[src/rtl/imem_loader.sv]
// imem_loader: streams a length-prefixed little-endian byte image into
// instruction memory and holds the core in reset until the image is complete.
// Optional trailing checksum word: define IMEM_LOADER_CHECKSUM_EN.
module imem_loader #(
  parameter int ADDR_WIDTH = 8
) (
  input  logic                  clk,
  input  logic                  rstn,
  input  logic                  rx_valid,
  input  logic [7:0]            rx_data,
  output logic                  rx_ready,
  output logic                  imem_we,
  output logic [ADDR_WIDTH-1:0] imem_addr,
  output logic [31:0]           imem_wdata,
  output logic                  core_rstn,
  output logic                  load_done,
  output logic                  load_err
);

  localparam int          WIDX_W = ADDR_WIDTH + 1;
  localparam logic [31:0] CAP    = 32'd1 << ADDR_WIDTH;

  typedef enum logic [2:0] {
    S_LEN0  = 3'd0,
    S_LEN1  = 3'd1,
    S_DATA  = 3'd2,
`ifdef IMEM_LOADER_CHECKSUM_EN
    S_CSUM  = 3'd3,
`endif
    S_FLUSH = 3'd4,
    S_RUN   = 3'd5,
    S_ERR   = 3'd6
  } state_e;

  // Where the stream goes once all data words have arrived.
`ifdef IMEM_LOADER_CHECKSUM_EN
  localparam state_e POST_DATA = S_CSUM;
`else
  localparam state_e POST_DATA = S_FLUSH;
`endif

  state_e              state_q, state_d;
  logic [15:0]         len_q, len_d;
  logic [WIDX_W-1:0]   widx_q, widx_d;
  logic [1:0]          bpos_q, bpos_d;
  logic [23:0]         asm_q, asm_d;
  logic                we_q, we_d;
  logic [ADDR_WIDTH-1:0] addr_q, addr_d;
  logic [31:0]         wdata_q, wdata_d;
  logic                crst_q, crst_d;
  logic                done_q, done_d;
  logic                err_q, err_d;
`ifdef IMEM_LOADER_CHECKSUM_EN
  logic [31:0]         csum_q, csum_d;
`endif

  logic                accept_s;
  logic                word_done_s;
  logic                asm_state_s;
  logic                last_s;
  logic [15:0]         n_s;
  logic [31:0]         word_s;

  assign accept_s = rx_valid && rx_ready;
  assign n_s      = {rx_data, len_q[7:0]};
  assign word_s   = {rx_data, asm_q};
  assign last_s   = ((32'(widx_q) + 32'd1) == 32'(len_q));

  // Ready is a pure state decode so the sender sees it without a cycle of lag.
  always_comb begin
    case (state_q)
      S_LEN0, S_LEN1, S_DATA: rx_ready = 1'b1;
`ifdef IMEM_LOADER_CHECKSUM_EN
      S_CSUM:                 rx_ready = 1'b1;
`endif
      default:                rx_ready = 1'b0;
    endcase
  end

  // Word assembly plus next-state and registered-output computation.
  always_comb begin
    state_d     = state_q;
    len_d       = len_q;
    widx_d      = widx_q;
    bpos_d      = bpos_q;
    asm_d       = asm_q;
    we_d        = 1'b0;
    addr_d      = addr_q;
    wdata_d     = wdata_q;
    word_done_s = 1'b0;
`ifdef IMEM_LOADER_CHECKSUM_EN
    csum_d      = csum_q;
    asm_state_s = (state_q == S_DATA) || (state_q == S_CSUM);
`else
    asm_state_s = (state_q == S_DATA);
`endif

    // Bytes fill the low three lanes; the fourth byte completes the word
    // directly from rx_data, and the position wraps back to 0.
    if (accept_s && asm_state_s) begin
      bpos_d = bpos_q + 2'd1;
      case (bpos_q)
        2'd0:    asm_d[7:0]   = rx_data;
        2'd1:    asm_d[15:8]  = rx_data;
        2'd2:    asm_d[23:16] = rx_data;
        default: word_done_s  = 1'b1;
      endcase
    end else begin
      bpos_d = bpos_q;
    end

    case (state_q)
      S_LEN0: begin
        if (accept_s) begin
          len_d[7:0] = rx_data;
          state_d    = S_LEN1;
        end else begin
          state_d = S_LEN0;
        end
      end
      S_LEN1: begin
        if (accept_s) begin
          len_d  = n_s;
          widx_d = '0;
          bpos_d = 2'd0;
          if (32'(n_s) > CAP) begin
            state_d = S_ERR;
          end else if (n_s == 16'd0) begin
            state_d = POST_DATA;
          end else begin
            state_d = S_DATA;
          end
        end else begin
          state_d = S_LEN1;
        end
      end
      S_DATA: begin
        if (word_done_s) begin
          we_d    = 1'b1;
          addr_d  = widx_q[ADDR_WIDTH-1:0];
          wdata_d = word_s;
          widx_d  = widx_q + WIDX_W'(1);
`ifdef IMEM_LOADER_CHECKSUM_EN
          csum_d  = csum_q + word_s;
`endif
          if (last_s) begin
            state_d = POST_DATA;
          end else begin
            state_d = S_DATA;
          end
        end else begin
          state_d = S_DATA;
        end
      end
`ifdef IMEM_LOADER_CHECKSUM_EN
      S_CSUM: begin
        if (word_done_s) begin
          if (word_s == csum_q) begin
            state_d = S_FLUSH;
          end else begin
            state_d = S_ERR;
          end
        end else begin
          state_d = S_CSUM;
        end
      end
`endif
      S_FLUSH: state_d = S_RUN;
      S_RUN:   state_d = S_RUN;
      S_ERR:   state_d = S_ERR;
      default: state_d = S_ERR;
    endcase

    // Release lags RUN entry by one edge so the last write settles first.
    crst_d = (state_q == S_RUN);
    done_d = (state_q == S_RUN);
    err_d  = (state_d == S_ERR);
  end

  // State and output registers; reset asynchronously forces the core back into reset.
  always_ff @(posedge clk or negedge rstn) begin
    if (!rstn) begin
      state_q <= S_LEN0;
      len_q   <= 16'd0;
      widx_q  <= '0;
      bpos_q  <= 2'd0;
      asm_q   <= 24'd0;
      we_q    <= 1'b0;
      addr_q  <= '0;
      wdata_q <= 32'd0;
      crst_q  <= 1'b0;
      done_q  <= 1'b0;
      err_q   <= 1'b0;
`ifdef IMEM_LOADER_CHECKSUM_EN
      csum_q  <= 32'd0;
`endif
    end else begin
      state_q <= state_d;
      len_q   <= len_d;
      widx_q  <= widx_d;
      bpos_q  <= bpos_d;
      asm_q   <= asm_d;
      we_q    <= we_d;
      addr_q  <= addr_d;
      wdata_q <= wdata_d;
      crst_q  <= crst_d;
      done_q  <= done_d;
      err_q   <= err_d;
`ifdef IMEM_LOADER_CHECKSUM_EN
      csum_q  <= csum_d;
`endif
    end
  end

  assign imem_we    = we_q;
  assign imem_addr  = addr_q;
  assign imem_wdata = wdata_q;
  assign core_rstn  = crst_q;
  assign load_done  = done_q;
  assign load_err   = err_q;

endmodule

[config.mk]
export PLATFORM = sky130hd
export DESIGN_NAME = imem_loader
export DESIGN_NICKNAME = d
export VERILOG_FILES = /design/src/rtl/imem_loader.sv
export SDC_FILE = /design/constraint.sdc
export NUM_CORES = 1
export LEC_CHECK = 0
export CAP_MARGIN = 20
export CORE_ASPECT_RATIO = 0.7
export CORE_MARGIN = 2
export CORE_UTILIZATION = 49
export DETAILED_ROUTE_END_ITERATION = 10
export PLACE_DENSITY_LB_ADDON = 0.3
export SYNTH_ARGS = -nofsm -noshare
export SYNTH_HDL_FRONTEND = slang
export SYNTH_SLANG_ARGS = --single-unit
[constraint.sdc]
create_clock -name clk -period 1.98 [get_ports clk]
set_input_delay 0.198 -clock clk [delete_from_list [all_inputs] [get_ports clk]]
set_output_delay 0.198 -clock clk [all_outputs]
set_load 0.01 [all_outputs]
After elaboration in Yosys (flattened, before gate mapping)
Cells that the tools add are included.
{"block": "word_totals", "register_bits": 97, "latchBits": 0, "ram_bits": 0, "rom_bits": 0, "input_bits": 11, "out_inout_bits": 45, "word_cells": 64, "mem_count": 0}
{"block": "classes", "add_sub_neg": 3, "n_mul": 0, "div": 0, "magnitude_cmp": 1, "eq_ne": 10, "shift": 0, "muxes": 20, "bitwise": 1, "reduce_logical": 16}
{"cell": "9-bit two-way mux", "count": 2}
{"cell": "9-bit case mux with 2 select lines", "count": 1}
{"cell": "10-bit by 16-bit == test with 1-bit output", "count": 1}
{"cell": "16-bit by 9-bit > comparator with 1-bit output, second input constant", "count": 1}
{"cell": "16-bit zero test", "count": 1}
{"cell": "8-bit case mux with 2 select lines", "count": 1}
{"cell": "3-bit two-way mux", "count": 5}
{"cell": "3-bit case mux with 4 select lines", "count": 1}
{"cell": "9-bit by 1-bit adder with 10-bit output, second input constant", "count": 1}
{"cell": "2-bit AND reduction", "count": 5}
{"cell": "9-bit by 1-bit adder with 9-bit output, second input constant", "count": 1}
{"cell": "3-bit == test, second input constant", "count": 3}
{"cell": "8-bit two-way mux", "count": 1}
{"cell": "1-bit two-way mux", "count": 6}
{"cell": "2-bit two-way mux", "count": 3}
{"cell": "3-bit AND reduction", "count": 2}
{"cell": "3-bit OR reduction", "count": 2}
{"cell": "2-bit != test, second input constant", "count": 2}
{"cell": "3-bit by 1-bit == test with 1-bit output, second input constant", "count": 1}
{"cell": "3-bit by 2-bit == test with 1-bit output, second input constant", "count": 1}
{"cell": "3-bit zero test", "count": 1}
{"cell": "2-bit by 1-bit adder with 2-bit output, second input constant", "count": 1}
{"cell": "2-bit by 1-bit == test with 1-bit output, second input constant", "count": 1}
{"cell": "2-bit == test, second input constant", "count": 1}
{"cell": "5 further kinds", "count": 6}

Depth between registers and ports, before layout
Gate-level depths: netlist of the first run.
{"block": "depth", "depth_word": 9, "depth_mapped": 9, "depth_no_buf": 7}

Worst setup path after synthesis of the first run
OpenSTA, ideal clock, no wires.
{"block": "synth_path", "path_kind": "reg2reg", "start": "register widx_q[0]", "end": "register state_q[2]", "setup_ns": 0.069, "arrival_time_ns": 1.918, "t_required_ns": 1.911, "slack_ns": -0.007, "path_stages_with_launch": 9, "n_path_buf": 2, "synth_period_minus_slack_ns": 1.987, "path_cell_list": "dfrtp_1 buf_4 and3_1 buf_6 xnor2_1 o21ai_1 or4_4 a2111oi_4 nand2b_1"}
{"block": "synth_via", "elab_chain_len": 5}
{"element": "start: declaration", "line": "44", "rtl": "logic [WIDX_W-1:0] widx_q, widx_d;"}
{"element": "start signal: assignment", "line": "200", "rtl": "widx_q <= widx_d;"}
{"element": "9-bit by 1-bit adder with 10-bit output", "line": "67", "rtl": "assign last_s = ((32'(widx_q) + 32'd1) == 32'(len_q));"}
{"element": "10-bit by 16-bit == test with 1-bit output", "line": "67"}
{"element": "3-bit two-way mux", "line": "146", "rtl": "if (last_s) begin"}
{"element": "3-bit two-way mux", "line": "138", "rtl": "if (word_done_s) begin"}
{"element": "3-bit case mux with 4 select lines", "line": "112", "rtl": "case (state_q)"}
{"element": "net state_d[2]", "line": "42", "rtl": "state_e state_q, state_d;"}
{"element": "end signal: assignment", "line": "198", "rtl": "state_q <= state_d;"}
{"element": "end: declaration", "line": "42"}
The timed path passes the listed nets, and every way through them passes these cells.
A chain may end at the register's enable or synchronous reset.

Worst setup path in the final report of the first run
{"block": "layout_path", "start": "register len_q[13]", "end": "register state_q[2]"}
{"block": "layout_via", "elab_chain_len": 4}
{"element": "start: declaration", "line": "43", "rtl": "logic [15:0] len_q, len_d;"}
{"element": "start signal: assignment", "line": "199", "rtl": "len_q <= len_d;"}
{"element": "10-bit by 16-bit == test with 1-bit output", "line": "67"}
{"element": "3-bit two-way mux", "line": "146"}
{"element": "3-bit two-way mux", "line": "138"}
{"element": "3-bit case mux with 4 select lines", "line": "112"}
{"element": "net state_d[2]", "line": "42"}
The timed path passes the listed nets, and every way through them passes these cells.

==> results.yml, run 1 <==
pwr:
  pwr-share-comb_pct: 3.6
  power.clock.fraction_pct: 43.2
  sw_frac_of_total_pct: 22.1
  p_sw_mw: 0.830
  sequentialPowerShare_pct: 53.2
  intPower_mw: 2.93
  power.density_nw_per_um2: 697
  p_leak_nw: 2.67
  fin_total_pwr_mw: 3.76
  ir_drop_mv: 0.425
global_routing:
  grt_pass1_wl_um: 15300
  grt_use_total_pct: 21.8
  grt_overflow: 0
  grt_max_degree: 46
  antenna_found_initial: 0
  grt_pass1_vias: 3051
sta:
  finalSetupViolCount: 2
  worstMarginPinSlew_ns: 0.455
  clock.fmax_mhz: 490
  max_slew_margin_pct: 69.4
  holdWs_ns: 0.328
  setup_ws_ns: -0.0628
  final_hold_viol_count: 0
  final_max_slew_viol_count: 0
  rsz0062_at_grt: "yes"
  period_needed_ns: 2.04
  fin_crit_sh_pct: 103
  skew_ns: 0.00554
floorplanning:
  die_h_um: 81.7
  fp-row-count: 28
  die-area_um2: 9400
  start_util_pct: 50.3
  core_area_um2: 8410
  io_pins: 56
  die_w_um: 115
place:
  portBuffers: 55
  routabilityCongestion: 0.888
  dpl.hpwl_um: 6580
  post-place-ws_ns: -0.164
  dp_cells: 575
  postPlaceCellArea_um2: 5070
yosys:
  syn-instance-count: 401
  syn_avg_cell_area_um2: 10.5
  synthMuxAreaShare_pct: 10.6
  ys_seq_area_share_pct: 57.4
  synth_nets: 417
  synth.distinct_cells: 46
  yosys-top-cells-count: "nand2_1, dfrtp_1, mux2_2"
  synth_xor_xnor_area_share_pct: 2.28
  synth_top_family_by_area: "simple AND/OR/NAND/NOR gates"
  synth_top_cell_area_share_pct: 57.4
  synth_adder_area_share_pct: 1.48
  ys.flop_type: "dfrtp_1"
  synth_top_cell_by_area: "dfrtp_1"
  synth.most_common_cell: "nand2_1"
  yosys.area_share.simple_pct: 18.5
  synth-async-reset-ratio_pct: 100
  synth.area.top_cells: "dfrtp_1, nand2_1, mux2_2, o21ai_0, ha_1"
  ys_seq_elements: 97
  netlist_area_um2: 4230
  synth_compound_area_share_pct: 6.39
  synth_edf_count: 0
  ys.warnings.count: 0
route:
  wl_um: 9340
  antenna_left: 0
  drc_errors: 0
  via_per_inst: 5.28
  dr.pass1.iters: 4
  avgRoutedWirePerCell_um: 15.7
  drtIter0Drc: 209
  vias: 3131
layout:
  nFillCells: 695
  area_growth_pct: 27.4
  fin_area_um2: 5390
  stdcell_count: 593
  nets: 499
  num_antenna_cells: 0
  layout-drive-gt1-share_pct: 21.1
clock_tree:
  clkTransAtPathRegs_ns: 0.06
  cts_buffers: 9
  htree_num_levels: 3
  clockRootBuffer: "clkbuf_16"
  clk-insertion-delay-late_ns: 0.34
  clockBufferDepth: 2
  clock-sinks: 97
  cts_tree: "done"
worst_setup_path:
  cp.arrival_ns: 2.32
  critPathCaptureType: "flop"
  critPathRequiredTime_ns: 2.25
  crit_slowest_cell: "or4_1"
  path_class: "flop to flop"
  path_max_fanout: 2
  worstPathCellList: "or4_1 -> nor3_2 -> nand4_1 -> or4_4 -> a2111oi_4 -> nand2b_1"
  slowest_delay_ns: 0.53
  startpoint_type: "flop"
status:
  violations: "negative setup slack"
  status: "complete, but fails checks"
min_path:
  hold_class: "primary input to async pin"
flow_run:
  max-cap-violations: 0
## kinds of logic after synthesis
family,Yosys count
and+or+nand+nor,179
DFF,97
AOI/OAI and AO/OA,41
muxes,40
buffers and inverters,28
xor gates and xnor gates,11
adders and majority gates,5
## state kept, by name, indices dropped and copies added (netlist names)
| register | count |
|---|---|
| asm_q | 24 |
| bpos_q | 2 |
| imem_addr | 8 |
| imem_wdata | 32 |
| imem_we | 1 |
| len_q | 16 |
| load_done | 1 |
| load_err | 1 |
| state_q | 3 |
| widx_q | 9 |
## cells in the final DEF, fill, tap and decap left out, types with 2 or more instances in the layout
master,count
nand4_1,2
clkdlybuf4s50_1,53
dfrtp_1,96
inv_1,7
nor3_1,4
a22o_1,2
clkbuf_16,9
o31ai_1,4
nor4_1,2
buf_4,35
nor2_1,6
clkinvlp_4,2
or3_1,3
nand3_1,6
or4_1,2
o21ai_0,17
nand2_1,135
xor2_1,5
mux2_2,39
nand2b_1,5
a21boi_0,2
ha_1,5
xnor2_1,6
clkinv_2,3
a21oi_1,7
## worst paths after layout
kind | slack (ns) | end | start | cells after the start
max reg2reg | -0.06 | state_q[2]$_DFF_PN0_ | len_q[13]$_DFFE_PN0P_ | 6
max | -0.06 | state_q[2]$_DFF_PN0_ | len_q[13]$_DFFE_PN0P_ | 6
max in group asynchronous | 0.92 | widx_q[0]$_DFFE_PN0P_ | rstn | 3
min | 0.33 | imem_wdata[27]$_DFFE_PN0P_ | rstn | 2
min reg2reg | 0.47 | imem_wdata[16]$_DFFE_PN0P_ | asm_q[16]$_DFFE_PN0P_ | 2
min in group clk | 0.47 | imem_wdata[16]$_DFFE_PN0P_ | asm_q[16]$_DFFE_PN0P_ | 2
## area by class of cell
cell class / count / area (um^2) / share of cell area, %
flip-flops and latches: 97 / 2430 / 45.1
clock buffers: 10 / 239 / 4.43
clock inverters: 6 / 42.5 / 0.789
repair buffers: 91 / 836 / 15.5
multi-input cells: 276 / 1680 / 31.2
well taps: 105 / 131 / 2.44
inverters: 8 / 31.3 / 0.580
## routing by layer
metal	wire length, um	share of wire (%)	vias to the layer above	track usage [%]
li1	-	-	1495	-
met1	4590	49	1551	30.9
met2	4200	45	73	33.2
met3	416	4.5	12	5.24
met4	138	1.5	0	7.59
met5	0	0	-	0
## worst max-delay path, delay by kind of cell, from the launching register on
family / cells / cell delay, ns
flip-flops: 1 / 0.37
AO/OA/AOI/OAI: 1 / 0.24
AND/OR/NAND/NOR: 5 / 1.36
## metrics by stage
step / setup TNS [ns] / utilization (%)
floorplan: 0 / -
global placement: -0.180 / 60.3
detailed placement: -0.395 / 60.3
CTS: -0.114 / 63.9
global route: -0.326 / 64.1
finish: -0.100 / 64.1
## what timing repair did
item / CTS / global route
buffers inserted: 1 / 0
hold endpoints to repair: 26 / 0
pin swaps: 0 / 1
setup endpoints to repair: 2 / 4
hold buffers: 1 / 0
resized for setup: 3 / 4
## power by group through the flow
stage	clock network [mW]	registers, mW	logic [mW]
6_report	1.63	2.00	0.134
3_5_place_dp	0	2.04	0.135
4_1_cts	1.66	2.00	0.137
5_1_grt	1.75	2.00	0.149
3_3_place_gp	0	2.04	0.131
2_1_floorplan	0	2.03	0.0270
Power figures use the tool's default switching activity.
==> inputs of run 2 (changes only) <==
--- a/config.mk
+++ b/config.mk
@@ -11,6 +11,7 @@
 export CORE_UTILIZATION = 49
 export DETAILED_ROUTE_END_ITERATION = 10
 export PLACE_DENSITY_LB_ADDON = 0.3
+export RECOVER_POWER = 100
 export SYNTH_ARGS = -nofsm -noshare
 export SYNTH_HDL_FRONTEND = slang
 export SYNTH_SLANG_ARGS = --single-unit
==> results.yml, run 2 (synthesis gave the netlist of run 1 again) <==
pwr:
  power.density_nw_per_um2: 702
  p_sw_mw: 0.827
  intPower_mw: 2.92
  sequentialPowerShare_pct: 53.3
  sw_frac_of_total_pct: 22.0
  ir_drop_mv: 0.424
  pwr-share-comb_pct: 3.4
  p_leak_nw: 2.77
  power.clock.fraction_pct: 43.3
route:
  dr.pass1.iters: 4
  wl_um: 9300
  via_per_inst: 5.29
  vias: 3135
  drc_errors: 0
  drtIter0Drc: 190
  avgRoutedWirePerCell_um: 15.7
  antenna_left: 0
worst_setup_path:
  critPathCaptureType: "flop"
  critPathRequiredTime_ns: 2.25
  path_max_fanout: 2
  path_class: "flop to flop"
  regToRegSetupSlack_ns: -0.06
  cp.arrival_ns: 2.31
  startpoint_type: "flop"
layout:
  nets: 499
  fin_area_um2: 5340
  utilization_pct: 63.5
  largest_register_ff_count: 32
  final_common_cell: "nand2_1"
  nFillCells: 706
  final_cell_mix: "nand2_1, dfrtp_1, dlygate4sd3_1, mux2_2, buf_4"
  area_growth_pct: 26.3
  multiInputGateArea_um2: 1680
  seq_area_um2: 2430
  num_antenna_cells: 0
  layout-drive-gt1-share_pct: 20.3
sta:
  setup_ws_ns: -0.0593
  setup_tns_ns: -0.108
  max_slew_margin_pct: 31.8
  worstMarginPinSlew_ns: 1.02
  finalSetupViolCount: 2
  period_needed_ns: 2.04
  final_hold_viol_count: 0
  skew_ns: 0.00650
  final_max_slew_viol_count: 0
  clock.fmax_mhz: 490
  rsz0062_at_grt: "yes"
  fin_crit_sh_pct: 103
clock_tree:
  clock-sinks: 97
  clk-insertion-delay-late_ns: 0.34
  clockBufferDepth: 2
  clkTransAtPathRegs_ns: 0.07
  htree_num_levels: 3
  cts_tree: "done"
  clockRootBuffer: "clkbuf_16"
  cts_buffers: 9
floorplanning:
  die-area_um2: 9400
  start_util_pct: 50.3
  die_h_um: 81.7
  die_w_um: 115
  io_pins: 56
  fp-row-count: 28
  core_area_um2: 8410
min_path:
  hold_class: "primary input to async pin"
status:
  violations: "negative setup slack"
  status: "complete, but fails checks"
place:
  routabilityCongestion: 0.888
  post-place-ws_ns: -0.164
  dpl.hpwl_um: 6580
  portBuffers: 55
  postPlaceCellArea_um2: 5070
global_routing:
  grt_max_degree: 46
  grt_use_total_pct: 21.8
  grt_pass1_wl_um: 15300
  grt_overflow: 0
  grt_pass1_vias: 3051
  antenna_found_initial: 0
flow_run:
  max-cap-violations: 0
[run 2: worst max-delay path: stages (launching register included)]
cell and delay, ns:
dfrtp_1 0.37, or4_1 0.53, nor3_2 0.13, nand4_1 0.12
or4_4 0.43, a2111oi_4 0.24, nand2b_1 0.16
[run 2: routing by layer]
metal	routed length, um	up-vias	track usage [%]
li1	-	1499	-
met1	4460	1544	30.9
met2	4260	86	33.2
met3	512	6	5.24
met4	62	0	7.59
met5	0	-	0
[run 2: metrics by stage]
stage,std cells,power (mW),hold slack [ns]
after detailed placement,575,2.17,0.141
after global placement,575,2.17,0.137
final,593,3.75,0.324
after floorplan,401,2.06,-0.0976
after CTS,593,3.79,0.317
after global routing,593,3.89,0.335
[run 2: worst paths after layout]
kind | startpoint | endpoint | cells past startpoint
setup / recovery | len_q[13]$_DFFE_PN0P_ | state_q[2]$_DFF_PN0_ | 6
hold / removal | rstn | imem_wdata[31]$_DFFE_PN0P_ | 2
setup reg to reg | len_q[13]$_DFFE_PN0P_ | state_q[2]$_DFF_PN0_ | 6
hold reg to reg | imem_wdata[9]$_DFFE_PN0P_ | imem_wdata[9]$_DFFE_PN0P_ | 2
max in group asynchronous | rstn | imem_addr[1]$_DFFE_PN0P_ | 3
min in group clk | imem_wdata[9]$_DFFE_PN0P_ | imem_wdata[9]$_DFFE_PN0P_ | 2
[run 2: final cells by class]
type	instances	share of cell area [%]
flip-flops and latches	97	45.5
multi-input cells	276	31.4
repair buffers	91	14.9
clock buffers	10	4.47
well taps	105	2.46
clock inverters	6	0.796
inverters	8	0.586
[run 2: power by group through the flow]
stage	sequential [mW]	clock [mW]	combinational (mW)
after detailed placement	2.04	0	0.135
after CTS	2.00	1.66	0.137
after global routing	2.00	1.75	0.143
after global placement	2.04	0	0.131
final	2.00	1.62	0.128
after floorplan	2.03	0	0.0270
[run 2: repair_timing]
item                                    CTS  global route
buffers inserted                          1             0
hold buffers                              1             0
resized for setup                         3             4
endpoints found under the setup margin    2             4
endpoints found under the hold margin    26             0
pin swaps                                 0             1
==> inputs of run 3 (changes only) <==
--- a/config.mk
+++ b/config.mk
@@ -7,7 +7,7 @@
 export LEC_CHECK = 0
 export CAP_MARGIN = 20
 export CORE_ASPECT_RATIO = 0.7
-export CORE_MARGIN = 2
+export CORE_MARGIN = 5
 export CORE_UTILIZATION = 49
 export DETAILED_ROUTE_END_ITERATION = 10
 export PLACE_DENSITY_LB_ADDON = 0.3
==> results.yml, run 3 (synthesis gave the netlist of run 1 again) <==
status:
  status: "complete, but fails checks"
  violations: "negative setup slack"
clock_tree:
  cts_tree: "done"
  post_cts_buffers: 0
  clk-insertion-delay-late_ns: 0.34
  clock-sinks: 97
  clockRootBuffer: "clkbuf_16"
  cts_buffers: 9
  htree_num_levels: 3
  clockBufferDepth: 2
  clkTransAtPathRegs_ns: 0.07
pwr:
  p_leak_nw: 2.79
  ir_drop_mv: 0.659
  power.density_nw_per_um2: 720
sta:
  final_max_slew_viol_count: 0
  rsz0062_at_grt: "yes"
  setup_ws_ns: -0.0130
  holdWs_ns: 0.443
  max_slew_margin_pct: 51.9
  final_hold_viol_count: 0
  finalSetupViolCount: 1
  fin_crit_sh_pct: 101
  clock.fmax_mhz: 502
  skew_ns: 0.00857
  worstMarginPinSlew_ns: 0.721
  period_needed_ns: 1.99
route:
  avgRoutedWirePerCell_um: 16.1
  antenna_left: 0
  drc_errors: 0
  dr.pass1.iters: 4
  vias: 3105
  drtIter0Drc: 165
  wl_um: 9800
  via_per_inst: 5.12
layout:
  final_common_cell: "nand2_1"
  area_growth_pct: 28.9
  stdcell_count: 607
  final_cell_mix: "nand2_1, dfrtp_1, dlygate4sd3_1, mux2_2, buf_4"
  num_antenna_cells: 0
  seq_area_um2: 2430
  nets: 498
  layout-drive-gt1-share_pct: 21.6
  multiInputGateArea_um2: 1730
  nFillCells: 690
  largest_register_ff_count: 32
place:
  routabilityCongestion: 0.877
  portBuffers: 55
  dpl.hpwl_um: 6710
  dp_cells: 590
global_routing:
  grt_pass1_vias: 3159
  antenna_found_initial: 0
  grt_use_total_pct: 19.7
  grt_pass1_wl_um: 16000
  grt_max_degree: 70
  grt_overflow: 0
flow_run:
  max-cap-violations: 0
worst_setup_path:
  path_max_fanout: 2
  critPathRequiredTime_ns: 2.26
  cp.arrival_ns: 2.27
  startpoint_type: "flop"
  critPathCaptureType: "flop"
  path_class: "flop to flop"
floorplanning:
  die-area_um2: 10600
  die_w_um: 121
  core_area_um2: 8440
  start_util_pct: 50.1
  fp-row-count: 28
  io_pins: 56
  die_h_um: 87.7
min_path:
  hold_class: "primary input to async pin"
-- run 3: cell count changes in the layout (fill, tap and decap cells not counted), moves of 2 or more --
| cell | previous run | this run |
|---|---|---|
| buf_4 | 28 | 26 |
| clkbuf_2 | 3 | 1 |
| clkbuf_4 | 1 | 3 |
| clkinv_2 | 2 | 0 |
| nor3_1 | 4 | 2 |
| nor3_2 | 1 | 3 |
-- run 3: path summary, 6_finish.rpt --
check | cells after the start | slack [ns] | to | start
min | 2 | 0.44 | imem_wdata[23]$_DFFE_PN0P_ | rstn
min in group clk | 2 | 0.46 | imem_wdata[10]$_DFFE_PN0P_ | asm_q[10]$_DFFE_PN0P_
max | 6 | -0.01 | state_q[2]$_DFF_PN0_ | len_q[13]$_DFFE_PN0P_
min reg2reg | 2 | 0.46 | imem_wdata[10]$_DFFE_PN0P_ | asm_q[10]$_DFFE_PN0P_
max in group asynchronous | 3 | 0.46 | widx_q[0]$_DFFE_PN0P_ | rstn
max reg2reg | 6 | -0.01 | state_q[2]$_DFF_PN0_ | len_q[13]$_DFFE_PN0P_
-- run 3: metrics by stage --
stage	cell area [um^2]	setup TNS (ns)	total power, mW	setup slack, ns	utilization [%]
final	5450	-0.0130	3.93	-0.0130	64.6
after global routing	5450	-0.369	4.07	-0.116	64.6
after CTS	5420	-0.0968	3.96	-0.0543	64.2
after detailed placement	5090	-0.538	2.17	-0.220	60.3
after global placement	5090	-0.155	2.17	-0.0606	60.3
after floorplan	4230	0	2.06	0.0272	-
-- run 3: worst max-delay path: stages, from the launching register on --
cell and delay [ns]:
dfrtp_1 0.38, or4_4 0.53, nor3_2 0.12, nand4_1 0.11, or4_4 0.43, a2111oi_4 0.23
nand2b_1 0.15
-- run 3: layout make-up --
type	instances	area share, %
flip-flops and latches	97	44.5
multi-input cells	276	31.7
repair buffers	90	14.7
clock buffers	11	4.64
well taps	120	2.75
clock inverters	5	1.15
inverters	8	0.574
-- run 3: report_power, final --
part           internal [mW]  switching (mW)
combinational         0.0500          0.0791
sequential              1.99          0.0112
clock                   1.05           0.742
total                   3.09           0.832
-- run 3: timing repair --
action                                  4_1_cts  5_1_grt
hold endpoints to repair                     28        0
pin swaps                                     0        1
resized for setup                             2       12
endpoints found under the setup margin        2        4
hold buffers                                  1        0
gates cloned                                  0        0
-- run 3: routing by layer --
layer | vias to the layer above | GRT usage (%) | part of all wire [%] | routed length [um]
met5 | - | 0 | 0 | 0
met4 | 0 | 5.45 | 1.0 | 102
met3 | 8 | 6.78 | 6.8 | 664
met2 | 74 | 31.1 | 45 | 4430
met1 | 1522 | 26.4 | 47 | 4610
li1 | 1501 | - | - | -
